<file path="config.mk">
export PLATFORM = sky130hd
export DESIGN_NAME = port_out_mux
export DESIGN_NICKNAME = d
export VERILOG_FILES = /design/src/rtl/port_out_mux.sv
export SDC_FILE = /design/constraint.sdc
export NUM_CORES = 1
export LEC_CHECK = 0
export BUFFER_PORTS_ARGS = -buffer_cell sky130_fd_sc_hd__buf_2
export CORE_MARGIN = 10
export CORE_UTILIZATION = 50
export DETAILED_ROUTE_END_ITERATION = 7
export GPL_TIMING_DRIVEN = 0
export PLACE_DENSITY = 0.82
export SYNTH_ARGS = -nofsm -noshare
export SYNTH_HDL_FRONTEND = slang
export SYNTH_SLANG_ARGS = --single-unit
</file>
<file path="constraint.sdc">
create_clock -name clock -period 13.35 [get_ports clock]
set_clock_uncertainty 0.05 [all_clocks]
set_input_delay 1.335 -clock clock [delete_from_list [all_inputs] [get_ports clock]]
set_output_delay 1.335 -clock clock [all_outputs]
set_load 0.05 [all_outputs]
</file>
<file path="src/rtl/port_out_mux.sv">
// Registered output-port mux: locks onto a one-hot granted input for one packet.
// Optional completed-packet counter on pkt_cnt when PKT_CNT_EN is defined.
//
// state | meaning
// IDLE  | no grant held, outputs idle, watching grant
// ARMED | grant latched into src_id, waiting for frame start on that channel
// PASS  | forwarding channel src_id every cycle until its last beat
module port_out_mux #(
    parameter int N_IN    = 16,
    parameter int DATA_W  = 1,
    parameter int TIMEOUT = 64,
    parameter int SEL_W   = $clog2(N_IN)
) (
    input  logic                     clock,
    input  logic                     reset_n,
    input  logic [N_IN-1:0]          frame_n,
    input  logic [N_IN-1:0]          valid_n,
    input  logic [N_IN*DATA_W-1:0]   din,
    input  logic [N_IN-1:0]          grant,
    output logic                     frame_o,
    output logic                     valid_o,
    output logic [DATA_W-1:0]        dout,
    output logic                     busy,
    output logic [SEL_W-1:0]         src_id,
    output logic                     grant_err,
    output logic                     timeout
`ifdef PKT_CNT_EN
    ,
    output logic [15:0]              pkt_cnt
`endif
);

    localparam int CNT_W = $clog2(TIMEOUT);

    typedef enum logic [1:0] {IDLE, ARMED, PASS} state_t;

    state_t            state;
    logic [CNT_W-1:0]  wait_cnt;
    logic              gnt_any;
    logic              gnt_onehot;
    logic [SEL_W-1:0]  gnt_idx;
    logic              sel_frame;
    logic              sel_valid;
    logic [DATA_W-1:0] sel_data;

    assign gnt_any    = |grant;
    assign gnt_onehot = $onehot(grant);
    assign busy       = (state != IDLE);

    // OR-encoding of the grant is only meaningful when the grant is one-hot
    always_comb begin
        gnt_idx   = '0;
        sel_frame = 1'b1;
        sel_valid = 1'b1;
        sel_data  = '0;
        for (int i = 0; i < N_IN; i++) begin
            if (grant[i])
                gnt_idx = gnt_idx | SEL_W'(i);
            if (src_id == SEL_W'(i)) begin
                sel_frame = frame_n[i];
                sel_valid = valid_n[i];
                sel_data  = din[i*DATA_W +: DATA_W];
            end
        end
    end

    // wait_cnt counts down from TIMEOUT-1; reaching zero while still armed is the timeout
    always_ff @(posedge clock) begin
        if (!reset_n) begin
            state     <= IDLE;
            src_id    <= '0;
            wait_cnt  <= '0;
            frame_o   <= 1'b1;
            valid_o   <= 1'b1;
            dout      <= '0;
            grant_err <= 1'b0;
            timeout   <= 1'b0;
`ifdef PKT_CNT_EN
            pkt_cnt   <= 16'd0;
`endif
        end else begin
            grant_err <= 1'b0;
            timeout   <= 1'b0;
            case (state)
                IDLE: begin
                    frame_o <= 1'b1;
                    valid_o <= 1'b1;
                    dout    <= '0;
                    src_id  <= '0;
                    if (gnt_onehot) begin
                        src_id   <= gnt_idx;
                        wait_cnt <= CNT_W'(TIMEOUT - 1);
                        state    <= ARMED;
                    end else if (gnt_any) begin
                        grant_err <= 1'b1;
                    end
                end
                ARMED: begin
                    if (!sel_frame) begin
                        frame_o <= sel_frame;
                        valid_o <= sel_valid;
                        dout    <= sel_data;
                        state   <= PASS;
                    end else begin
                        frame_o <= 1'b1;
                        valid_o <= 1'b1;
                        dout    <= '0;
                        if (!gnt_any) begin
                            state  <= IDLE;
                            src_id <= '0;
                        end else if (wait_cnt == '0) begin
                            timeout <= 1'b1;
                            state   <= IDLE;
                            src_id  <= '0;
                        end else begin
                            wait_cnt <= wait_cnt - CNT_W'(1);
                        end
                    end
                end
                PASS: begin
                    frame_o <= sel_frame;
                    valid_o <= sel_valid;
                    dout    <= sel_data;
                    if (sel_frame) begin
                        state  <= IDLE;
                        src_id <= '0;
`ifdef PKT_CNT_EN
                        pkt_cnt <= pkt_cnt + 16'd1;
`endif
                    end
                end
                default: begin
                    state  <= IDLE;
                    src_id <= '0;
                end
            endcase
        end
    end

endmodule

</file>
**Yosys cells after proc, flatten, opt, wreduce, memory -nomap -nowiden**

Cells that the tools add are included.

- Word-level logic and storage cells: 151
- Register bits after elaboration: 17
- Output and inout bits: 10

- Equal/unequal tests: 25
- Bitwise gates (word level): 2
- Reductions and logical operators: 12
- Mux-type cells: 88
- $add $sub $neg: 16

Operator list:

| cell | number |
|---|---|
| 2-to-1 mux 1 bit | 54 |
| 2-to-1 mux 4 bit | 13 |
| == test 4 bit (second input constant) | 8 |
| 2-to-1 mux 6 bit | 4 |
| adder 1 x 1 -> 2 bit | 8 |
| == test 4 x 3 -> 1 bit (second input constant) | 4 |
| OR reduction 16 bit | 1 |
| 2-to-1 mux 2 bit | 7 |
| adder 2 x 2 -> 3 bit | 4 |
| 2-to-1 mux 3 bit | 4 |
| one-hot mux 4 bit (3 select lines) | 1 |
| one-hot mux 6 bit (2 select lines) | 1 |
| inequality test 2 bit (second input constant) | 5 |
| one-hot mux 1 bit (3 select lines) | 3 |
| adder 3 x 3 -> 4 bit | 2 |
| == test 4 x 2 -> 1 bit (second input constant) | 2 |
| logical NOT 6 bit | 1 |
| one-hot mux 2 bit (3 select lines) | 1 |
| AND reduction 3 bit | 2 |
| subtractor 6 x 1 -> 6 bit (second input constant) | 1 |
| adder 4 x 4 -> 5 bit | 1 |
| == test 5 x 1 -> 1 bit (second input constant) | 1 |
| AND reduction 5 bit | 1 |
| == test 4 x 1 -> 1 bit (second input constant) | 1 |
| 11 further kinds | 13 |

**Longest topological paths before layout**

- Depth in word-level cells: 19
- Mapped depth: 17

**Least setup slack after synthesis**

No wires, ideal clock.

- Path type: in2reg
- Start: in grant[5]
- End: reg wait_cnt[4]
- Data arrival time: 5401 ps
- Library setup time: 117 ps
- Setup slack: 7782 ps
- Stages: 17
- Buffers on the path: 1
- Cells stage by stage: inv_1 fa_1 inv_1 fa_1 fa_1 inv_1 fa_1 inv_1 ha_1 fa_1 nor4b_1 o211ai_1 and2_1 a211oi_4 buf_6 nand4_1 and4bb_2

- Word-level cells in the longest chain between the ends: 7
- Elaborated cells between the ends (all ways): 9
- Those cells by class: add/sub (4); eq/ne (3); reduce/logical (2)

Ends and longest elaborated chain:

| what | line | text |
|---|---|---|
| start: declaration | 19 | `input logic [N_IN-1:0] grant,` |
| adder 1 x 1 -> 2 bit (implied by the code) | 47 | `assign gnt_onehot = $onehot(grant);` |
| adder 2 x 2 -> 3 bit (implied by the code) | 47 |  |
| adder 3 x 3 -> 4 bit (implied by the code) | 47 |  |
| adder 4 x 4 -> 5 bit (implied by the code) | 47 |  |
| == test 5 x 1 -> 1 bit | 47 |  |
| inequality test 2 bit (no source line) | - |  |
| AND reduction 5 bit (no source line) (*) | - |  |
| end signal: assignment | 92 | `wait_cnt <= CNT_W'(TIMEOUT - 1);` |
| end signal: assignment | 116 | `wait_cnt <= wait_cnt - CNT_W'(1);` |
| end: declaration | 38 | `logic [CNT_W-1:0] wait_cnt;` |

Every way passes the cells marked *; elsewhere a longest branch is shown, timed or not.
A chain may end at the register's enable or synchronous reset.

**Worst setup path after layout**

- Start: in grant[5]
- End: reg wait_cnt[5]

Same word-level chain as after synthesis.

==> flow_summary.rst <==
.. list-table::
   :header-rows: 1

   * - Metric
     - Value
   * - Crit Path Class
     - input pin to flop
   * - RSZ-0062 raised after global routing
     - false
   * - Post-Syn Nets
     - 325
   * - Slowest-stage cell, CP
     - sky130_fd_sc_hd__fa_1
   * - Count of endpoints failing setup in the final report
     - 0
   * - Routed length on met1
     - 2.15 mm
   * - Stage delay of the slowest cell on the critical path
     - 0.53 ns
   * - Cell with the most instances on the worst path
     - sky130_fd_sc_hd__fa_1
   * - Met2 routed wirelength
     - 2.54 mm
   * - Initial antenna violation count
     - 0
   * - Pre-CTS WS
     - 7.28 ns
   * - Number of register bits inferred by synthesis
     - 17
   * - Fillers
     - 322
   * - Post-synthesis cell count
     - 237
   * - Starting density of the core
     - 0.522
   * - Post-synth EDFFs
     - 0
   * - Cell row count
     - 22
   * - Fraction of the mapped netlist area in compound gates
     - 0.197
   * - Share of flip-flops with an asynchronous set or reset after synthesis
     - 0
   * - Required time worst endpoint
     - 13.46 ns
   * - List of most frequent post-synthesis cells
     - sky130_fd_sc_hd__inv_1, sky130_fd_sc_hd__nand2_1, sky130_fd_sc_hd__dfxtp_1
   * - Final cycle utilization of the critical path
     - 0.432
   * - Achievable clock frequency
     - 0.173 GHz
   * - Top cells by area in the synthesized netlist
     - sky130_fd_sc_hd__dfxtp_1, sky130_fd_sc_hd__fa_1, sky130_fd_sc_hd__ha_1
   * - Total congestion overflow
     - 0
   * - Die footprint
     - 6770 um2
   * - Total power divided by cell area
     - 158 nW/um2
   * - Die H
     - 82.3 um
   * - Count of synthesis-stage warnings from yosys
     - 0
   * - Worst Tran Pin Value
     - 0.626 ns
   * - Worst endpoint data arrival time
     - 5.88 ns
   * - Antenna diode count
     - 0
   * - Number of DRC markers after the initial detailed-route iteration
     - 75
   * - Clock transition at the register clock pins on the worst setup and hold paths after CTS
     - 0.06 ns
   * - Mapped Avg Cell Area
     - 8.19 um2
   * - RD Place Congestion
     - 0.905
   * - Parity-gate share of the synthesized area counting xor and xnor cells
     - 0
   * - Cts bufs inserted
     - 3
   * - I/O pin total
     - 76
   * - Post-synth cell types
     - 58
   * - Final number of max-transition violations
     - 0
   * - Buffers added on ports
     - 75
   * - Cts repair resizes
     - 0
   * - Clk sinks
     - 17
   * - Peak ir drop on the vdd network
     - 0.0927 mV
   * - CTS tree
     - done
   * - Seq/Total Area, Yosys
     - 0.175
   * - Leading area contributor after synthesis
     - sky130_fd_sc_hd__dfxtp_1
   * - Total area of sequential cells
     - 340 um2
   * - Die Span X
     - 82.3 um
   * - H-tree lvl count
     - 1
   * - Top-count cell post-synth
     - sky130_fd_sc_hd__inv_1
   * - Detail Route Antenna Nets
     - 0
   * - Length of routed met3 wiring
     - 505 um
   * - Endpoint kind of the worst setup timing path
     - flop
   * - Fin worst setup slack
     - 7.58 ns
   * - Largest net degree at the start of global routing
     - 11
   * - Total GRT Usage
     - 0.155
   * - Area of the multi-input gates
     - 1410 um2
   * - Cell-by-cell trace of the critical path
     - buf_2 -> inv_1 -> fa_1 -> inv_1 -> fa_1 -> fa_1 -> inv_1 -> fa_1 -> inv_1 -> ha_1 -> fa_1 -> nor4b_1 -> o211ai_1 -> and2_1 -> a211oi_4 -> buf_6 -> a311oi_1 -> a311oi_1
   * - Top routing layer in use
     - met4
   * - Adder-cell share of the synthesized area
     - 0.181
   * - Routed via count
     - 2000
   * - Per-cell routed wire length
     - 14.4 um
   * - Number of buffers inserted by post-CTS setup repair
     - 0
   * - Number of max-capacitance violations reported
     - 0
   * - Finished Core Util
     - 0.652
   * - Hold violation total from the final report
     - 0
   * - Buffers from clock root to sink, at most
     - 2
   * - Vias in the first global route
     - 1976
   * - Clock period minus worst slack
     - 5.77 ns
   * - Max-Slew Margin vs Limit
     - 0.581
   * - Layout net count
     - 405
   * - Vias per std cell
     - 5.49
   * - Area share of the largest cell type after synthesis
     - 0.175
   * - Post-synth top flop
     - sky130_fd_sc_hd__dfxtp_1
   * - Cell Area, Placed
     - 2380 um2
   * - Summed area of non-filler cells in the final layout
     - 2420 um2
   * - Mux share of post-synthesis cell area
     - 0.0941
   * - Wirelength, routed
     - 5.25 mm
   * - Basic-gate share of the synthesized area counting and, or, nand and nor cells
     - 0.255
   * - Run status
     - complete, no violations
   * - First-pass GRT wire length
     - 8.59 mm
   * - DP Cell Count
     - 360
   * - Share of cells above drive strength 1
     - 0.310
   * - Hpwl dp
     - 4.48 mm
   * - Critical Path Start Type
     - input pin
   * - Root buf cell
     - sky130_fd_sc_hd__clkbuf_8
   * - Main combinational cell family by area after synthesis
     - simple AND/OR/NAND/NOR gates
   * - CTS Hold Bufs
     - 0
   * - Fin Setup TNS
     - 0 ns
   * - Final standard cell count with taps included and fillers excluded
     - 364
   * - Cell area after synthesis
     - 1940 um2
   * - Tightest Hold Check Type
     - flop to flop
   * - Synth-to-layout area growth
     - 24.8%
   * - Number of detailed-routing iterations run before antenna repair
     - 4
   * - Leakage power figure
     - 1.13 nW
   * - Clock latency reported for the late side of the worst-skew pair
     - 0.25 ns
   * - Post-route DRC violation count
     - 0
   * - Placeable core region
     - 3720 um2
   * - Critical-path maximum fanout
     - 10
-- state kept, by name, summed over array words and instances, names as in the netlist --
signal and count:
dout 1, frame_o 1, grant_err 1, src_id 4, state 2, timeout 1
valid_o 1, wait_cnt 6
-- metal layers --
metal,GRT usage,up-vias
li1,-,1019
met4,0.0476,0
met2,0.281,62
met1,0.174,914
met3,0.0400,5
met5,0,-
-- critical path: cells and delay by family --
kind                     cells  cell delay (ns)
AND/OR/NAND/NOR              2             0.60
buffers and inverters        6             0.48
adder cells (fa/ha/maj)      6             2.61
AO/OA/AOI/OAI                4             0.85
-- path summary, 6_finish.rpt --
kind,to,slack [ns],cells past startpoint,from
max,wait_cnt[5],7.58,18,grant[5]
min,valid_o,0.43,1,valid_o
max reg2reg,valid_o,11.12,8,src_id[2]
min reg2reg,valid_o,0.43,1,valid_o
-- cell type report --
cell class | instances | share of cell area
Multi-Input combinational cell | 176 | 0.582
Timing Repair Buffer | 75 | 0.155
Sequential cell | 17 | 0.140
Inverter | 31 | 0.0480
Buffer | 13 | 0.0305
Tap cell | 48 | 0.0248
Clock buffer | 3 | 0.0170
Clock inverter | 1 | 0.00207
-- per-stage QoR --
stage	power [mW]	hold slack, ns
floorplan	0.284	0.410
global placement	0.339	0.406
detailed placement	0.344	0.409
CTS	0.384	0.425
global route	0.420	0.459
finish	0.382	0.429
-- logic make-up (layout without fill, tap and decap cells) --
| kind of cell | count (synthesis) | after routing |
|---|---|---|
| and+or+nand+nor | 89 | 89 |
| AOI/OAI and AO/OA | 51 | 51 |
| buffers and inverters | 44 | 123 |
| adders and majority gates | 22 | 22 |
| DFF | 17 | 17 |
| muxes | 14 | 14 |
-- power by group --
part / total [mW] / internal [mW] / switching, mW / leakage (nW)
Sequential: 0.0825 / 0.0681 / 0.0144 / 0.138
Clock: 0.0383 / 0.0207 / 0.0176 / 0.0255
Combinational: 0.261 / 0.103 / 0.157 / 0.967
Total: 0.382 / 0.192 / 0.189 / 1.13
-- cell usage in the layout, fill, tap and decap left out, types with 2 or more instances in the layout --
cell type	instances
sky130_fd_sc_hd__nor4_1	8
sky130_fd_sc_hd__o22ai_1	2
sky130_fd_sc_hd__and2_1	4
sky130_fd_sc_hd__nor2_1	9
sky130_fd_sc_hd__nand3_1	8
sky130_fd_sc_hd__nand2_1	23
sky130_fd_sc_hd__ha_1	12
sky130_fd_sc_hd__a21oi_1	7
sky130_fd_sc_hd__fa_1	10
sky130_fd_sc_hd__nor3_1	4
sky130_fd_sc_hd__o21ai_0	11
sky130_fd_sc_hd__nor3b_1	2
sky130_fd_sc_hd__mux2i_1	10
sky130_fd_sc_hd__nand4_1	7
sky130_fd_sc_hd__and3b_1	2
sky130_fd_sc_hd__dfxtp_1	17
sky130_fd_sc_hd__clkbuf_8	3
sky130_fd_sc_hd__buf_6	2
sky130_fd_sc_hd__o211a_1	2
sky130_fd_sc_hd__nand3b_1	4
sky130_fd_sc_hd__inv_1	30
sky130_fd_sc_hd__clkbuf_1	4
sky130_fd_sc_hd__buf_2	80
sky130_fd_sc_hd__a311oi_1	5
sky130_fd_sc_hd__nor2b_1	5
sky130_fd_sc_hd__o31ai_1	4
sky130_fd_sc_hd__and3_1	3
sky130_fd_sc_hd__mux4_2	2
sky130_fd_sc_hd__o211ai_1	3
sky130_fd_sc_hd__nand2b_1	3
Note: power is estimated with default switching activity, not from simulation.
